**src/rtl/sipo_deser_pkg.sv**
```systemverilog
`default_nettype none
// ============================================================================
//  Module      : sipo_deser_pkg
//  Description : Shared types and helpers for the SIPO deserializer: the
//                collector state encoding and the bit-count width function.
//                Optional macro: SIPO_DESER_PARITY_EN (adds the PARITY state).
//  Revision    : 1.0 - initial release
// ============================================================================
package sipo_deser_pkg;

`ifdef SIPO_DESER_PARITY_EN
    typedef enum logic [0:0] {
        ST_SHIFT  = 1'b0,
        ST_PARITY = 1'b1
    } state_t;
`else
    typedef enum logic [0:0] {
        ST_SHIFT  = 1'b0
    } state_t;
`endif

    // Bits needed to count 0..width inclusive (count reaches WIDTH while the
    // parity bit is awaited).
    function automatic int count_width(input int width);
        return $clog2(width + 1);
    endfunction

endpackage
`default_nettype wire

```
**src/rtl/sipo_out_buffer.sv**
```systemverilog
`default_nettype none
// ============================================================================
//  Module      : sipo_out_buffer
//  Description : One-entry valid/ready holding register for completed words,
//                with a sticky overrun flag for words that arrive while the
//                held word is still unconsumed.
//  Revision    : 1.0 - initial release
// ============================================================================
module sipo_out_buffer #(
    parameter int WIDTH = 8
) (
    input  logic             clk,
    input  logic             rst_n,
    input  logic             in_valid,
    input  logic [WIDTH-1:0] in_data,
    input  logic             in_perr,
    input  logic             out_ready,
    input  logic             clr_overrun,
    output logic [WIDTH-1:0] out_data,
    output logic             out_valid,
    output logic             out_perr,
    output logic             overrun
);

    logic [WIDTH-1:0] r_data;
    logic             r_valid;
    logic             r_perr;
    logic             r_overrun;

    logic             w_load;
    logic             w_drop;

    // A new word may enter when the slot is empty or is being drained on the
    // same edge; otherwise it is lost and the overrun flag records that.
    assign w_load = in_valid && (!r_valid || out_ready);
    assign w_drop = in_valid && r_valid && !out_ready;

    // Holding register: load wins over drain so back-to-back words stream.
    always_ff @(posedge clk or negedge rst_n) begin
        if (!rst_n) begin
            r_data  <= '0;
            r_valid <= 1'b0;
            r_perr  <= 1'b0;
        end else if (w_load) begin
            r_data  <= in_data;
            r_valid <= 1'b1;
            r_perr  <= in_perr;
        end else if (r_valid && out_ready) begin
            r_valid <= 1'b0;
        end
    end

    // Sticky overrun: a fresh drop outranks a simultaneous clear.
    always_ff @(posedge clk or negedge rst_n) begin
        if (!rst_n) begin
            r_overrun <= 1'b0;
        end else if (w_drop) begin
            r_overrun <= 1'b1;
        end else if (clr_overrun) begin
            r_overrun <= 1'b0;
        end
    end

    assign out_data  = r_data;
    assign out_valid = r_valid;
    assign out_perr  = r_perr;
    assign overrun   = r_overrun;

endmodule
`default_nettype wire

```
**src/rtl/sipo_deserializer.sv**
```systemverilog
`default_nettype none
// ============================================================================
//  Module      : sipo_deserializer
//  Description : LSB-first serial-to-parallel converter with frame_start
//                resynchronisation and a one-entry valid/ready output slot.
//                Optional macro: SIPO_DESER_PARITY_EN (even parity bit after
//                each word, reported on out_perr; tied to 0 otherwise).
//  Revision    : 1.0 - initial release
// ============================================================================
module sipo_deserializer
    import sipo_deser_pkg::*;
#(
    parameter int WIDTH = 8
) (
    input  logic                          clk,
    input  logic                          rst_n,
    input  logic                          serial_in,
    input  logic                          bit_valid,
    input  logic                          frame_start,
    input  logic                          out_ready,
    input  logic                          clr_overrun,
    output logic [WIDTH-1:0]              parallel_out,
    output logic                          out_valid,
    output logic                          out_perr,
    output logic                          overrun,
    output logic [count_width(WIDTH)-1:0] bit_count
);

    localparam int            c_cw       = count_width(WIDTH);
    localparam logic [c_cw-1:0] c_one      = c_cw'(1);
    localparam logic [c_cw-1:0] c_last_idx = c_cw'(WIDTH - 1);
`ifdef SIPO_DESER_PARITY_EN
    localparam logic [c_cw-1:0] c_width    = c_cw'(WIDTH);
`endif

    state_t           r_state;
    logic [WIDTH-1:0] r_shift;
    logic [c_cw-1:0]  r_count;

    state_t           w_state_nxt;
    logic [WIDTH-1:0] w_shift_nxt;
    logic [c_cw-1:0]  w_count_nxt;
    logic [WIDTH-1:0] w_shifted;
    logic             w_done;
    logic [WIDTH-1:0] w_data;
    logic             w_perr;

    // Collector state, shift register and bit counter.
    always_ff @(posedge clk or negedge rst_n) begin
        if (!rst_n) begin
            r_state <= ST_SHIFT;
            r_shift <= '0;
            r_count <= '0;
        end else begin
            r_state <= w_state_nxt;
            r_shift <= w_shift_nxt;
            r_count <= w_count_nxt;
        end
    end

    // Next-state logic; w_done marks the edge that samples a word's last bit.
    always_comb begin
        w_shifted   = {serial_in, r_shift[WIDTH-1:1]};
        w_state_nxt = r_state;
        w_shift_nxt = r_shift;
        w_count_nxt = r_count;
        w_done      = 1'b0;
        w_data      = w_shifted;
        w_perr      = 1'b0;
        if (bit_valid) begin
            if (frame_start) begin
                // Resynchronise: stale partial bits are cleared, this is bit 0.
                w_state_nxt = ST_SHIFT;
                w_shift_nxt = {serial_in, {(WIDTH-1){1'b0}}};
                w_count_nxt = c_one;
            end else begin
                case (r_state)
`ifdef SIPO_DESER_PARITY_EN
                    ST_PARITY: begin
                        // Data is already aligned; this bit only feeds the check.
                        w_done      = 1'b1;
                        w_data      = r_shift;
                        w_perr      = (^r_shift) ^ serial_in;
                        w_count_nxt = '0;
                        w_state_nxt = ST_SHIFT;
                    end
`endif
                    default: begin
                        w_shift_nxt = w_shifted;
                        if (r_count == c_last_idx) begin
`ifdef SIPO_DESER_PARITY_EN
                            w_state_nxt = ST_PARITY;
                            w_count_nxt = c_width;
`else
                            w_done      = 1'b1;
                            w_count_nxt = '0;
`endif
                        end else begin
                            w_count_nxt = r_count + c_one;
                        end
                    end
                endcase
            end
        end
    end

    sipo_out_buffer #(
        .WIDTH (WIDTH)
    ) u_out_buffer (
        .clk         (clk),
        .rst_n       (rst_n),
        .in_valid    (w_done),
        .in_data     (w_data),
        .in_perr     (w_perr),
        .out_ready   (out_ready),
        .clr_overrun (clr_overrun),
        .out_data    (parallel_out),
        .out_valid   (out_valid),
        .out_perr    (out_perr),
        .overrun     (overrun)
    );

    assign bit_count = r_count;

endmodule
`default_nettype wire

```
**config.mk**
```make
export PLATFORM = sky130hd
export DESIGN_NAME = sipo_deserializer
export DESIGN_NICKNAME = d
export VERILOG_FILES = /design/src/rtl/sipo_deser_pkg.sv /design/src/rtl/sipo_out_buffer.sv /design/src/rtl/sipo_deserializer.sv
export SDC_FILE = /design/constraint.sdc
export NUM_CORES = 1
export LEC_CHECK = 0
export ABC_CLOCK_PERIOD_IN_PS = 1500
export CAP_MARGIN = 30
export CELL_PAD_IN_SITES_DETAIL_PLACEMENT = 1
export CELL_PAD_IN_SITES_GLOBAL_PLACEMENT = 1
export CORE_MARGIN = 4
export CORE_UTILIZATION = 40
export CTS_BUF_LIST = sky130_fd_sc_hd__clkbuf_4
export DETAILED_ROUTE_END_ITERATION = 7
export MAX_ROUTING_LAYER = met4
export PLACE_DENSITY = 0.83
export SLEW_MARGIN = 20
export SYNTH_ARGS = -nofsm -noshare
export SYNTH_HDL_FRONTEND = slang
export SYNTH_HIERARCHICAL = 1
export SYNTH_SLANG_ARGS = --single-unit
```
**constraint.sdc**
```tcl
create_clock -name clk -period 1.5 [get_ports clk]
set_input_delay 0.225 -clock clk [delete_from_list [all_inputs] [get_ports clk]]
set_output_delay 0.225 -clock clk [all_outputs]
set_load 0.005 [all_outputs]
```
==> reports/metrics.yaml <==
setup_violations: 0
worstSetupStartpointType: "register"
drt_first_pass_iters: 3
finalCritPeriodShare_pct: 96.7
power.ir.vdd_worst_mv: 0.707
first_global_vias: 741
clk_skew_ns: 0.00747
synth_area_leader_cell: "sky130_fd_sc_hd__dfrtp_1"
critical_path_buf_inv_count: 1
postSynthAreaPerCell_um2: 12.3
io_buffer_count: 21
post_route_cells_drive_above_1_share_pct: 28.8
power.switching_w: 0.000422
critical-path-top-delay-family: "flip-flops"
n_fill_cell: 245
postRouteAntennaNets: 0
place_worst_setup_slack_ns: -0.131
ctsRootBufferMaster: "sky130_fd_sc_hd__clkbuf_4"
grt_util_met2_pct: 24.8
worstPathArrival_ns: 1.66
clkTransAtPathRegs_ns: 0.13
io_pins: 22
placementRows: 17
grt_use_total_pct: 15.1
seqPwrFrac_pct: 44.4
route.detailed.drc: 0
met3_resource_use_gr_pct: 2.53
p_int_w: 0.00126
result_of_the_run: "finished, final reports clean"
maxSlewViolCount: 0
rsz_0062_raised_after_global_routing: "false"
globalplace.congestion: 0.713
ys_ff_latch: 22
r2r_start: "bit_count[0]"
synth.cell_area_um2: 938
die_area_mm2: 0.00318
grt_pass1_wl_mm: 3.59
syn_inst: 76
clock_tree_from_tritoncts: "yes"
first_iter_violations: 5
insertedDiodeCount: 0
clkLatencyLatePin_ns: 0.31
cp-startpoint: "bit_count[0]"
cp_slowest_stage_delay_ns: 0.40
critical-path-slowest-cell: "sky130_fd_sc_hd__dfrtp_1"
pwr_density_cell_mw_per_mm2: 1260
max_cap_viol_count: 0
die_width_um: 56.4
warnings_synthesis: 6
hold_viol_final: 0
syn_nets: 84
power_leakage_nw: 0.624
core_area_mm2: 0.00221
pwr-share-clk_pct: 27.1
power.share.combinational_pct: 28.5
yosysTopAreaCellShare_pct: 58.7
clkSinkCount: 22
grt_start_max_net_pins: 23
ys_top_cells_by_area: "sky130_fd_sc_hd__dfrtp_1 (59%), sky130_fd_sc_hd__mux2_2 (12%), sky130_fd_sc_hd__nand3b_1 (5.6%)"
drt_wl_total_mm: 2.18
critPathCaptureType: "register"
nets: 120
final_period_minus_worst_setup_slack_ns: 1.45
floorplan.die.height_um: 56.4
finalHoldWorstSlack_ns: 0.248
growth_of_design_area_from_synthesis_to_finish_pct: 42.7
worst_slack_ns: 0.0489
h_tree_depth: 1
layout.core_utilization_pct: 60.5
critical_path.max_fanout: 5
report.power.total_w: 0.00169
initial_antenna_violation_count: 0
route.vias.total: 682
cp.required_ns: 1.70
count_of_hold_fix_buffers_inserted_at_cts: 0
placement.cell_area_mm2: 0.00122
yosys.cell_types.count: 21
effective_utilization_at_floorplan_pct: 42.4
top_usage_layer: "met2"
grt.overflow.total: 0
drt-wirelength-per-cell_um: 15.7
cts_inserted_buffers: 3
timing_worst_setup_path_type: "register to register"
netSwitchingFraction_pct: 25.0
drt-vias-per-instance: 4.91
hold_class: "primary input to async pin"
timing.critical_path.cells: "buf_4 -> ha_4 -> and4_4 -> nand2_8 -> mux2_2"
cts-root-to-sink-buffers: 2
finish.instance_area_mm2: 0.00134
dpl.hpwl_mm: 1.35
met1_usage_pct: 18.5
max_freq_mhz: 689
synth.yosys.seq_area_share_pct: 58.7
-- routing by layer --
metal	vias up	part of all wire [%]
met5	-	0
met4	0	0.78
met3	2	3.2
met2	11	53
met1	344	43
li1	325	-
-- cells in the mapped netlist, drive strengths merged --
library cell and number:
nor2 1, nand2 3, a211oi 1, and4 1
mux2i 1, mux2 10, nor3b 1, o22ai 3
nor2b 1, nand3b 7, ha 1, o21a 1
conb 1, o21ai 7, nand3 1, nand2b 1
inv 11, buf 2, dfrtp 22
-- cell type report --
cell class                      count  area, um2  area share, %
Clock inverter                      1       30.0           2.24
Inverter                           11       41.3           3.08
Clock buffer                        3       22.5           1.68
Timing Repair Buffer               32        293           21.9
Multi-Input combinational cell     42        367           27.4
Sequential cell                    22        551           41.1
Tap cell                           28       35.0           2.62
-- logic make-up after synthesis --
family	synth area share, %
DFF	58.7
adders and majority gates	1.33
AOI/OAI and AO/OA	7.87
and+or+nand+nor	12.9
buffers and inverters	5.73
muxes	13.1
other	0.400
-- power by group through the flow --
stage	clock (W)	combinational, W	sequential [W]
2_1_floorplan	0	0.000141	0.000765
3_3_place_gp	0	0.000389	0.000757
3_5_place_dp	0	0.000404	0.000768
4_1_cts	0.000466	0.000438	0.000751
5_1_grt	0.000500	0.000519	0.000766
6_report	0.000457	0.000480	0.000749
-- path summary, 6_finish.rpt --
| check | endpoint | cells after the start | slack [ns] |
|---|---|---|---|
| max in group asynchronous | bit_count[0] | 2 | 1.03 |
| min in group clk | u_out_buffer/overrun | 2 | 0.48 |
| worst max-delay path | u_out_buffer/out_data[5] | 5 | 0.05 |
| worst min-delay path | u_out_buffer/out_data[7] | 2 | 0.25 |
| worst max register to register | u_out_buffer/out_data[5] | 5 | 0.05 |
| worst min register to register | u_out_buffer/out_data[3] | 1 | 0.52 |
-- registers in the layout, indices dropped and copies added, names as in the netlist --
signal and flops:
r_shift 7, u_out_buffer/out_data 8, bit_count 4, u_out_buffer/out_valid 1
u_out_buffer/overrun 1, u_out_buffer/out_perr 1
-- cell usage in the layout (no fill, tap or decap) --
| cell type | synthesis | routed |
|---|---|---|
| sky130_fd_sc_hd__o21a_1 | 1 | 1 |
| sky130_fd_sc_hd__nor2_1 | 1 | 1 |
| sky130_fd_sc_hd__o22ai_1 | 3 | 3 |
| sky130_fd_sc_hd__mux2_2 | 10 | 10 |
| sky130_fd_sc_hd__dfrtp_1 | 22 | 22 |
| sky130_fd_sc_hd__ha_4 | 0 | 1 |
| sky130_fd_sc_hd__dlygate4sd2_1 | 0 | 2 |
| sky130_fd_sc_hd__bufinv_16 | 0 | 1 |
| sky130_fd_sc_hd__and4_4 | 1 | 1 |
| sky130_fd_sc_hd__clkdlybuf4s50_1 | 0 | 18 |
| sky130_fd_sc_hd__nand2b_4 | 1 | 1 |
| sky130_fd_sc_hd__nand2_1 | 2 | 2 |
| sky130_fd_sc_hd__a211oi_2 | 1 | 1 |
| sky130_fd_sc_hd__dlymetal6s2s_1 | 0 | 1 |
| sky130_fd_sc_hd__mux2i_1 | 1 | 1 |
| sky130_fd_sc_hd__nand3b_1 | 7 | 7 |
| sky130_fd_sc_hd__buf_4 | 1 | 11 |
| sky130_fd_sc_hd__nand2_4 | 1 | 1 |
| sky130_fd_sc_hd__o21ai_0 | 7 | 7 |
| sky130_fd_sc_hd__conb_1 | 1 | 1 |
| sky130_fd_sc_hd__nand3_1 | 1 | 1 |
| sky130_fd_sc_hd__inv_1 | 11 | 11 |
| sky130_fd_sc_hd__clkbuf_4 | 0 | 3 |
| sky130_fd_sc_hd__nor3b_1 | 1 | 1 |
| sky130_fd_sc_hd__nand2_8 | 0 | 1 |
| sky130_fd_sc_hd__nor2b_2 | 1 | 1 |
-- stage by stage --
stage                     setup TNS (ns)  std cells
after floorplan                        0         76
after detailed placement           -1.09        130
after global placement            -0.888        130
after global routing                   0        139
after CTS                              0        136
final                                  0        139
-- worst register-to-register path, stage by stage (launching register included) --
cell,delay (ns)
sky130_fd_sc_hd__dfrtp_1,0.40
sky130_fd_sc_hd__buf_4,0.15
sky130_fd_sc_hd__ha_4,0.17
sky130_fd_sc_hd__and4_4,0.20
sky130_fd_sc_hd__nand2_8,0.09
sky130_fd_sc_hd__mux2_2,0.33
-- what timing repair did --
action,CTS,global route
gates resized for setup,4,2
endpoints found under the setup margin,3,4
gates cloned,0,1
setup buffers,2,2
pin swaps,0,2
(Power assumes the default switching activity.)
